`src/rtl/memory_stage_hs_if.sv`:
```
// memory_stage_hs_if: request/grant/response data-memory port.
// The master modport is the MEM stage side, slave is the memory side.
interface memory_stage_hs_if #(
    parameter int ADDR_W = 32
);
    logic              req;
    logic              we;
    logic [3:0]        be;
    logic [ADDR_W-1:0] addr;
    logic [31:0]       wdata;
    logic              gnt;
    logic              rvalid;
    logic [31:0]       rdata;

    modport master (
        output req, we, be, addr, wdata,
        input  gnt, rvalid, rdata
    );

    modport slave (
        input  req, we, be, addr, wdata,
        output gnt, rvalid, rdata
    );
endinterface

```
`src/rtl/memory_stage_hs.sv`:
```
// memory_stage_hs: RISC-V MEM stage with a variable-latency data port.
// Define MISALIGN_TRAP_EN to trap misaligned half/word accesses.
module memory_stage_hs #(
    parameter int  ADDR_W  = 32,
    parameter int  TIMEOUT = 16,
    localparam int CNT_W   = $clog2(TIMEOUT + 1)
) (
    input  logic              clk,
    input  logic              rst,
    input  logic              ValidM,
    input  logic              MemWriteM,
    input  logic [1:0]        ResultSrcM,
    input  logic [1:0]        StoreTypeM,
    input  logic [2:0]        LoadTypeM,
    input  logic [ADDR_W-1:0] ALUResultM,
    input  logic [31:0]       WriteDataM,
    output logic [31:0]       ReadDataM,
    output logic              StallM,
    output logic              ErrM,
    output logic              MisalignM,
    memory_stage_hs_if.master dmem
);
    typedef enum logic [1:0] {IDLE, REQ, RESP} state_t;

    state_t           state;
    state_t           state_nx;
    logic [CNT_W-1:0] cnt;
    logic [31:0]      rd_q;
    logic [31:0]      ext;
    logic [7:0]       bsel;
    logic [15:0]      hsel;
    logic [1:0]       a;
    logic             ld;
    logic             access;
    logic             trap;
    logic             pending;
    logic             sz_b;
    logic             sz_h;
    logic             rsp;
    logic             tmo;
    logic             done;

    assign a  = ALUResultM[1:0];
    assign ld = !MemWriteM && ResultSrcM == 2'b01;

    // Reserved store type is a no-op, not a load.
    assign access = ValidM && (MemWriteM ? StoreTypeM != 2'b11
                                         : ResultSrcM == 2'b01);

    always_comb begin
        sz_b = 1'b0;
        sz_h = 1'b0;
        if (MemWriteM) begin
            sz_b = StoreTypeM == 2'b00;
            sz_h = StoreTypeM == 2'b01;
        end else begin
            sz_b = LoadTypeM inside {3'b000, 3'b100};
            sz_h = LoadTypeM inside {3'b001, 3'b101};
        end
    end

`ifdef MISALIGN_TRAP_EN
    logic bad_align;
    assign bad_align = sz_h ? a[0] : (!sz_b && a != 2'b00);
    assign trap      = access && bad_align;
    assign pending   = access && !bad_align;
`else
    assign trap    = 1'b0;
    assign pending = access;
`endif

    assign rsp  = state == RESP && dmem.rvalid;
    assign tmo  = state != IDLE && !rsp
               && cnt == CNT_W'(TIMEOUT - 1);
    assign done = rsp || tmo;

    always_ff @(posedge clk or negedge rst) begin
        if (!rst) state <= IDLE;
        else      state <= state_nx;
    end

    always_comb begin
        state_nx = state;
        unique case (state)
            IDLE: if (pending) state_nx = dmem.gnt ? RESP : REQ;
            REQ: begin
                if (tmo)           state_nx = IDLE;
                else if (dmem.gnt) state_nx = RESP;
            end
            RESP:    if (done) state_nx = IDLE;
            default: state_nx = IDLE;
        endcase
    end

    always_ff @(posedge clk or negedge rst) begin
        if (!rst)              cnt <= '0;
        else if (state == IDLE) cnt <= '0;
        else                   cnt <= cnt + CNT_W'(1);
    end

    assign bsel = dmem.rdata[{a, 3'b000} +: 8];
    assign hsel = a[1] ? dmem.rdata[31:16] : dmem.rdata[15:0];

    always_comb begin
        ext = dmem.rdata;
        unique case (1'b1)
            sz_b: ext = {{24{bsel[7] & !LoadTypeM[2]}}, bsel};
            sz_h: ext = {{16{hsel[15] & !LoadTypeM[2]}}, hsel};
            default: ;
        endcase
    end

    always_ff @(posedge clk or negedge rst) begin
        if (!rst)                        rd_q <= '0;
        else if (ld && rsp)              rd_q <= ext;
        else if (ld && (tmo || trap))    rd_q <= '0;
    end

    always_comb begin
        dmem.req   = 1'b0;
        dmem.we    = MemWriteM;
        dmem.addr  = {ALUResultM[ADDR_W-1:2], 2'b00};
        dmem.be    = 4'b1111;
        dmem.wdata = WriteDataM;
        if (MemWriteM) begin
            unique case (1'b1)
                sz_b: begin
                    dmem.be    = 4'b0001 << a;
                    dmem.wdata = {4{WriteDataM[7:0]}};
                end
                sz_h: begin
                    dmem.be    = 4'b0011 << {a[1], 1'b0};
                    dmem.wdata = {2{WriteDataM[15:0]}};
                end
                default: ;
            endcase
        end
        unique case (state)
            IDLE, REQ: dmem.req = rst && pending && !tmo;
            default:   ;
        endcase
        StallM    = pending && !done;
        ErrM      = tmo;
        MisalignM = rst && trap;
        ReadDataM = rd_q;
        if (ld && rsp)                 ReadDataM = ext;
        else if (ld && (tmo || trap))  ReadDataM = '0;
    end
endmodule
```
`src/flat_wrapper.sv`:
```
// flat-port wrapper written by rule: the top's interface ports become plain ports
module memory_stage_hs_flat 
#(
    parameter int  ADDR_W  = 32,
    parameter int  TIMEOUT = 16,
    localparam int CNT_W   = $clog2(TIMEOUT + 1)
)
  (clk, rst, ValidM, MemWriteM, ResultSrcM, StoreTypeM, LoadTypeM, ALUResultM, WriteDataM, ReadDataM, StallM, ErrM, MisalignM, dmem_req, dmem_we, dmem_be, dmem_addr, dmem_wdata, dmem_gnt, dmem_rvalid, dmem_rdata);
  memory_stage_hs_if #(.ADDR_W(ADDR_W)) dmem_i ();
  input  logic clk;
  input  logic rst;
  input  logic ValidM;
  input  logic MemWriteM;
  input  logic [1:0] ResultSrcM;
  input  logic [1:0] StoreTypeM;
  input  logic [2:0] LoadTypeM;
  input  logic [ADDR_W-1:0] ALUResultM;
  input  logic [31:0] WriteDataM;
  output logic [31:0] ReadDataM;
  output logic StallM;
  output logic ErrM;
  output logic MisalignM;
  output wire logic [$bits(dmem_i.req)-1:0] dmem_req;
  output wire logic [$bits(dmem_i.we)-1:0] dmem_we;
  output wire logic [$bits(dmem_i.be)-1:0] dmem_be;
  output wire logic [$bits(dmem_i.addr)-1:0] dmem_addr;
  output wire logic [$bits(dmem_i.wdata)-1:0] dmem_wdata;
  input wire logic [$bits(dmem_i.gnt)-1:0] dmem_gnt;
  input wire logic [$bits(dmem_i.rvalid)-1:0] dmem_rvalid;
  input wire logic [$bits(dmem_i.rdata)-1:0] dmem_rdata;
  assign dmem_req = dmem_i.req;
  assign dmem_we = dmem_i.we;
  assign dmem_be = dmem_i.be;
  assign dmem_addr = dmem_i.addr;
  assign dmem_wdata = dmem_i.wdata;
  assign dmem_i.gnt = dmem_gnt;
  assign dmem_i.rvalid = dmem_rvalid;
  assign dmem_i.rdata = dmem_rdata;
  memory_stage_hs #(.ADDR_W(ADDR_W), .TIMEOUT(TIMEOUT)) u_core (.clk(clk), .rst(rst), .ValidM(ValidM), .MemWriteM(MemWriteM), .ResultSrcM(ResultSrcM), .StoreTypeM(StoreTypeM), .LoadTypeM(LoadTypeM), .ALUResultM(ALUResultM), .WriteDataM(WriteDataM), .ReadDataM(ReadDataM), .StallM(StallM), .ErrM(ErrM), .MisalignM(MisalignM), .dmem(dmem_i));
endmodule
```
`config.mk`:
```
export PLATFORM = sky130hd
export DESIGN_NAME = memory_stage_hs_flat
export DESIGN_NICKNAME = d
export VERILOG_FILES = /design/src/rtl/memory_stage_hs_if.sv /design/src/rtl/memory_stage_hs.sv /design/src/flat_wrapper.sv
export SDC_FILE = /design/constraint.sdc
export NUM_CORES = 1
export LEC_CHECK = 0
export ABC_AREA = 1
export CAP_MARGIN = 15
export CORE_MARGIN = 2
export CORE_UTILIZATION = 34
export DETAILED_ROUTE_END_ITERATION = 8
export HOLD_SLACK_MARGIN = 0.06
export PLACE_DENSITY_LB_ADDON = 0.15
export SLEW_MARGIN = 20
export SYNTH_ARGS = -nofsm -noshare
export SYNTH_HDL_FRONTEND = slang
export SYNTH_SLANG_ARGS = --single-unit
```
`constraint.sdc`:
```
create_clock -name clk -period 2 [get_ports clk]
set_clock_uncertainty 0.15 [all_clocks]
set_input_delay 0.4 -clock clk [delete_from_list [all_inputs] [get_ports clk]]
set_output_delay 0.4 -clock clk [all_outputs]
set_load 0.05 [all_outputs]
```
==> reports/metrics.cfg, run 1 <==
[final_layout]
final_common_cell=nand2_1
fill_cells=670
finish.utilization=0.757
nets=860
insertedDiodeCount=0
layout_common_cells=nand2_1 (114), buf_12 (71), clkdlybuf4s50_1 (69), nor2_1 (67), buf_4 (64)
area_growth_pct=118
drive_above_1_share=0.433

[drt]
ant_nets=0
vias=4429
drt-total-wl_um=14800
firstDrtPassIters=5
drcViolationCount=0
vias_per_cell=5.02
drt-initial-drc-count=292
post_drt_wl_per_cell_um=16.8

[critical_path]
crit_required_ps=1450
cp-start-kind=flop
critical_path_arrival_ps=2200
worstSetupPathType=reg -> out
crit_fanout=5
reg2reg_depth=20
endpoint_kind=primary output

[logic_synthesis]
netlist_instances=559
syn_area_per_cell_um2=6.02
ys_ff_latch=39
syn-cell-area_mm2=0.00336
ys_warn_count=0
seq_area_frac_synth=0.290
synth_cell_types=23

[clocking]
cts_hold_buffers=0
cts_tree=built
clkSlewWorstSetupHoldPaths_ps=90
cts.sinks=39
cts-buffers-inserted=5
ctsHtreeMaxLevel=2
cts-root-buf=clkbuf_8
clkLatencyLatePin_ps=290
clk_path_buf_depth=2

[outcome]
violations=setup timing
outcome=finished, violations left

[global_routing]
use_met2=0.465
met3_usage=0.0511
grt_start_max_net_pins=41
grt_pass1_vias=4295
grt_usage=0.266
antenna_found_initial=0
grt_busiest_layer=met2
grt.met1_usage=0.344
grt_pass1_wl_um=21900
grt-ovfl-total=0

[die]
die_y_um=103
initial_utilization=0.347
die_x_um=103
core-area_mm2=0.00968
dieArea_mm2=0.0107
fp-row-count=36
pin_count=214

[sta]
finalHoldViolCount=0
fmax_mhz=364
post-route-min-period_ps=2750
rsz0062_at_grt=true
tns_ps=-26170
timing.slew.headroom=0.607
setup_viol=59
period_share=1.37
tightest_slew_ps=588
layout_setup_ws_ps=-747
finalMaxSlewViolations=0

[place]
io_buffers=150
gp_congestion=0.916
hpwl_um=10100

[worst_hold_path]
hp-class=in -> async

[power]
ir_drop_uv=772
powerDensity_mw_per_mm2=984
power_leakage_nw=3.32

[job]
maxCapViolations=0

## power by group
part	switching [W]	internal, W	total (W)
Combinational	0.00270	0.00244	0.00514
Sequential	0.000281	0.00112	0.00140
Clock	0.000303	0.000372	0.000675
Total	0.00328	0.00393	0.00722
## logic make-up after synthesis
family          count (synthesis)  share of synthesized area
compound gates                 75                      0.118
fa+ha+maj                       2                    0.00744
buf+inv                       114                      0.182
flops                          39                      0.290
other cells                     1                    0.00111
simple gates                  328                      0.401
## what timing repair did
item | 4_1_cts | 5_1_grt
pin swaps | 17 | 29
endpoints found under the hold margin | 0 | 0
setup endpoints to repair | 84 | 88
gates cloned | 5 | 3
gates resized for setup | 107 | 49
setup buffers | 23 | 17
## area by class of cell
class | count | area, um^2 | area share
clock buffers | 5 | 68.8 | 0.00938
inverters | 41 | 168 | 0.0229
flip-flops and latches | 39 | 976 | 0.133
multi-input cells | 409 | 2670 | 0.365
well taps | 133 | 166 | 0.0227
repair buffers | 253 | 3240 | 0.441
clock inverters | 3 | 43.8 | 0.00597
## through the flow
stage	area (um^2)	hold slack (ps)	worst slack [ps]	std cells	power, W
after floorplan	3920	-45.6	-367	561	0.00418
after global routing	7330	136	-831	883	0.00754
after global placement	6260	353	-641	834	0.00598
final	7330	114	-747	883	0.00722
after CTS	6970	134	-759	868	0.00704
after detailed placement	6260	366	-718	834	0.00605
## cells in the mapped netlist, drive strengths merged
library cell  count  area share
a21oi            26       0.039
clkinv            1      0.0011
nor3              1      0.0015
o21ai            49       0.080
nor3b             1      0.0022
conb              1      0.0011
nand4             2      0.0037
clkbuf           14       0.016
nand2           155        0.17
nand3            72        0.11
dfrtp            39        0.29
buf              59        0.12
nor2             97        0.11
inv              40       0.045
ha                2      0.0074
## layer usage
| layer | vias up | share of wire |
|---|---|---|
| met5 | - | 0 |
| met4 | 0 | 0.020 |
| met3 | 31 | 0.066 |
| met2 | 183 | 0.52 |
| met1 | 2090 | 0.40 |
| li1 | 2125 | - |
## sequential cells by signal, indices dropped and copies added, names as in the netlist
signal,flops
u_core.rd_q,32
u_core.cnt,5
u_core.state,2
## worst max-delay path: stages, from the launching register on
cell and delay, ps:
dfrtp_1 370, ha_2 220, nand2_4 60, nor2_4 100, ha_4 160, nand2_4 50, nor2_4 220, buf_6 150
nand2_8 80, buf_6 170, nand3_2 80, nand2_4 80, buf_12 150
## worst paths after layout
path,startpoint,endpoint,slack [ps]
max,u_core.cnt[0],ReadDataM[4],-750
min,rst,u_core.rd_q[11],110
max reg2reg,u_core.cnt[0],u_core.cnt[2],-740
min reg2reg,u_core.rd_q[7],u_core.rd_q[7],400
max in group asynchronous,rst,u_core.rd_q[2],1200
min in group clk,u_core.rd_q[7],u_core.rd_q[7],400
Note: power is estimated with default switching activity, not from simulation.
==> run 2: changes to the inputs <==
Clock period 2 ns to 2.3 ns, I/O delays scaled along.
==> run 2 against run 1 <==
The flow still finishes with violations (setup timing). Sequential share of layout area grew 0.87 points. Setup slack gained 340 ps. Flip-flop and latch count is the same. Critical path depth shrank 1. Worst hold slack lost 42 ps. Sequential power shrank 13%. First-iteration DRC count shrank 27%. Final cell count shrank 2.9%. Wire length shrank 12%. Via count shrank 3.5%. Final area shrank 6.1%. Combinational power shrank 17%. Largest cell class unchanged.
==> reports/metrics.cfg, run 2 (same netlist as run 1, synthesis figures left out) <==
[power]
p_switching_w=0.00277  ; -16%
seq_power_share=0.205  ; +0.010
p_sw_frac=0.467  ; +0.0115
powerDensity_mw_per_mm2=862  ; -12%
ir_drop_uv=534  ; -31%
p_comb_frac=0.716  ; +0.004
power.internal_w=0.00316  ; -19%
power_leakage_nw=3.13  ; -5.8%
clkPwrFrac=0.078  ; -0.016

[critical_path]
reg2reg_from=u_core.cnt[0]
crit_required_ps=1690  ; +240 ps
crit_fanout=5  ; unchanged
worstSetupPathType=reg -> out
reg2reg_depth=11  ; -45%
cp-start-kind=flop
r2r_setup_slack_ps=280  ; +1020 ps
endpoint_kind=primary output
r2r_end=u_core.rd_q[20]
critical_path_arrival_ps=2100  ; -100 ps

[drt]
vias_per_cell=4.98  ; -0.62%
drt-total-wl_um=13000  ; -12%
firstDrtPassIters=5  ; unchanged
ant_nets=0  ; unchanged
drt-initial-drc-count=214  ; -27%
drcViolationCount=0  ; unchanged
vias=4272  ; -3.5%
post_drt_wl_per_cell_um=15.1  ; -9.7%

[die]
fp-row-count=36  ; unchanged
dieArea_mm2=0.0107  ; unchanged
die_y_um=103  ; unchanged
initial_utilization=0.347  ; unchanged
die_x_um=103  ; unchanged
pin_count=214  ; unchanged
core-area_mm2=0.00968  ; unchanged

[sta]
finalHoldViolCount=0  ; unchanged
fmax_mhz=370
post-route-min-period_ps=2710
layout_setup_ws_ps=-406  ; +342 ps
period_share=1.18
finalMaxSlewViolations=0  ; unchanged
tightest_slew_ps=507  ; -81.6 ps
rsz0062_at_grt=true
setup_viol=35  ; -41%
timing.slew.headroom=0.662  ; +0.0548

[final_layout]
regMostFlops=u_core.rd_q
largest_register_ffs=32  ; unchanged
drive_above_1_share=0.376  ; -0.0576
final_common_cell=nand2_1
layout_common_cells=nand2_1 (128), buf_12 (71), nor2_1 (68), clkdlybuf4s50_1 (68), nand3_1 (61)
area_growth_pct=105
nets=834  ; -3.0%
finish.utilization=0.711  ; -0.0465
final_cell_area_mm2=0.00688  ; -6.1%
reg.largest.list=u_core.rd_q x32, u_core.cnt x5, u_core.state x2
insertedDiodeCount=0  ; unchanged

[worst_hold_path]
hp-class=in -> async

[clocking]
cts-root-buf=clkbuf_8
cts_tree=built
ctsHtreeMaxLevel=2  ; unchanged
cts_hold_buffers=0  ; unchanged
cts-buffers-inserted=5  ; unchanged
cts.sinks=39  ; unchanged
clkSlewWorstSetupHoldPaths_ps=80  ; about the same
clk_path_buf_depth=2  ; unchanged
clkLatencyLatePin_ps=300  ; about the same

[global_routing]
grt_start_max_net_pins=40  ; -2.4%
grt_pass1_wl_um=20300  ; -7.3%
antenna_found_initial=0  ; unchanged
grt_usage=0.242  ; -0.0234
grt_pass1_vias=4305  ; +0.23%
grt-ovfl-total=0  ; unchanged

[place]
post_dp_cell_area_mm2=0.00650  ; +3.7%
io_buffers=150  ; unchanged
hpwl_um=10300  ; +1.1%
gp_congestion=0.878  ; -4.1%

[job]
maxCapViolations=0  ; unchanged

[outcome]
outcome=finished, violations left
violations=setup timing

run 2: worst max-delay path by stage:
stage / start / to / slack, ps / cells past startpoint
CTS: u_core.cnt[0] / ReadDataM[19] / -400 / 11
finish: u_core.cnt[0] / ReadDataM[19] / -410 / 11
global route: u_core.cnt[0] / ReadDataM[19] / -490 / 11
detailed placement: MemWriteM / ReadDataM[28] / -570 / 9
global placement: MemWriteM / ReadDataM[14] / -510 / 9
floorplan: StoreTypeM[1] / dmem_wdata[16] / -280 / 4
run 2: what timing repair did:
action,CTS,global route
hold endpoints to repair,0,0
gates cloned,2,1
setup endpoints to repair,63,55
pin swaps,7,9
resized for setup,57,18
setup buffers,6,8
run 2: critical path, stage by stage (launching register included):
cell and delay (ps):
dfrtp_1 370, ha_2 190, nand2_2 70, nor2_2 90, ha_2 190, nand2_2 60, nor2_4 130, nand2_4 140
buf_16 180, a21oi_4 170, nor2_4 60, buf_12 150
run 2: cell type report:
cell class              instances  area [um^2]
repair buffers                228         2900
fillers                       767         2800
multi-input cells             408         2600
flip-flops and latches         39          976
well taps                     133          166
inverters                      41          156
clock buffers                   6         72.6
clock inverters                 2         12.5
run 2: routing by layer:
layer  share of wire  GRT usage  routed length [um]
met1            0.33      0.248                4320
met3           0.081     0.0605                1060
met2            0.56      0.473                7250
met5               0          0                   0
met4           0.026     0.0810                 337
run 2: power by group through the flow:
| stage | clock [W] | sequential, W | combinational (W) |
|---|---|---|---|
| floorplan | 0 | 0.00121 | 0.00258 |
| global placement | 0 | 0.00121 | 0.00408 |
| detailed placement | 0 | 0.00123 | 0.00413 |
| CTS | 0.000476 | 0.00123 | 0.00425 |
| global route | 0.000506 | 0.00125 | 0.00446 |
| finish | 0.000464 | 0.00122 | 0.00425 |
run 2: stage by stage:
step	cells	hold slack, ps	total power, W	setup TNS, ps	setup WS (ps)
2_1_floorplan	561	14.4	0.00378	-8620	-285
3_3_place_gp	836	362	0.00529	-24360	-514
4_1_cts	851	91.9	0.00595	-11810	-399
3_5_place_dp	836	391	0.00537	-28620	-570
6_report	857	72.3	0.00593	-12510	-406
5_1_grt	857	120	0.00621	-15470	-488
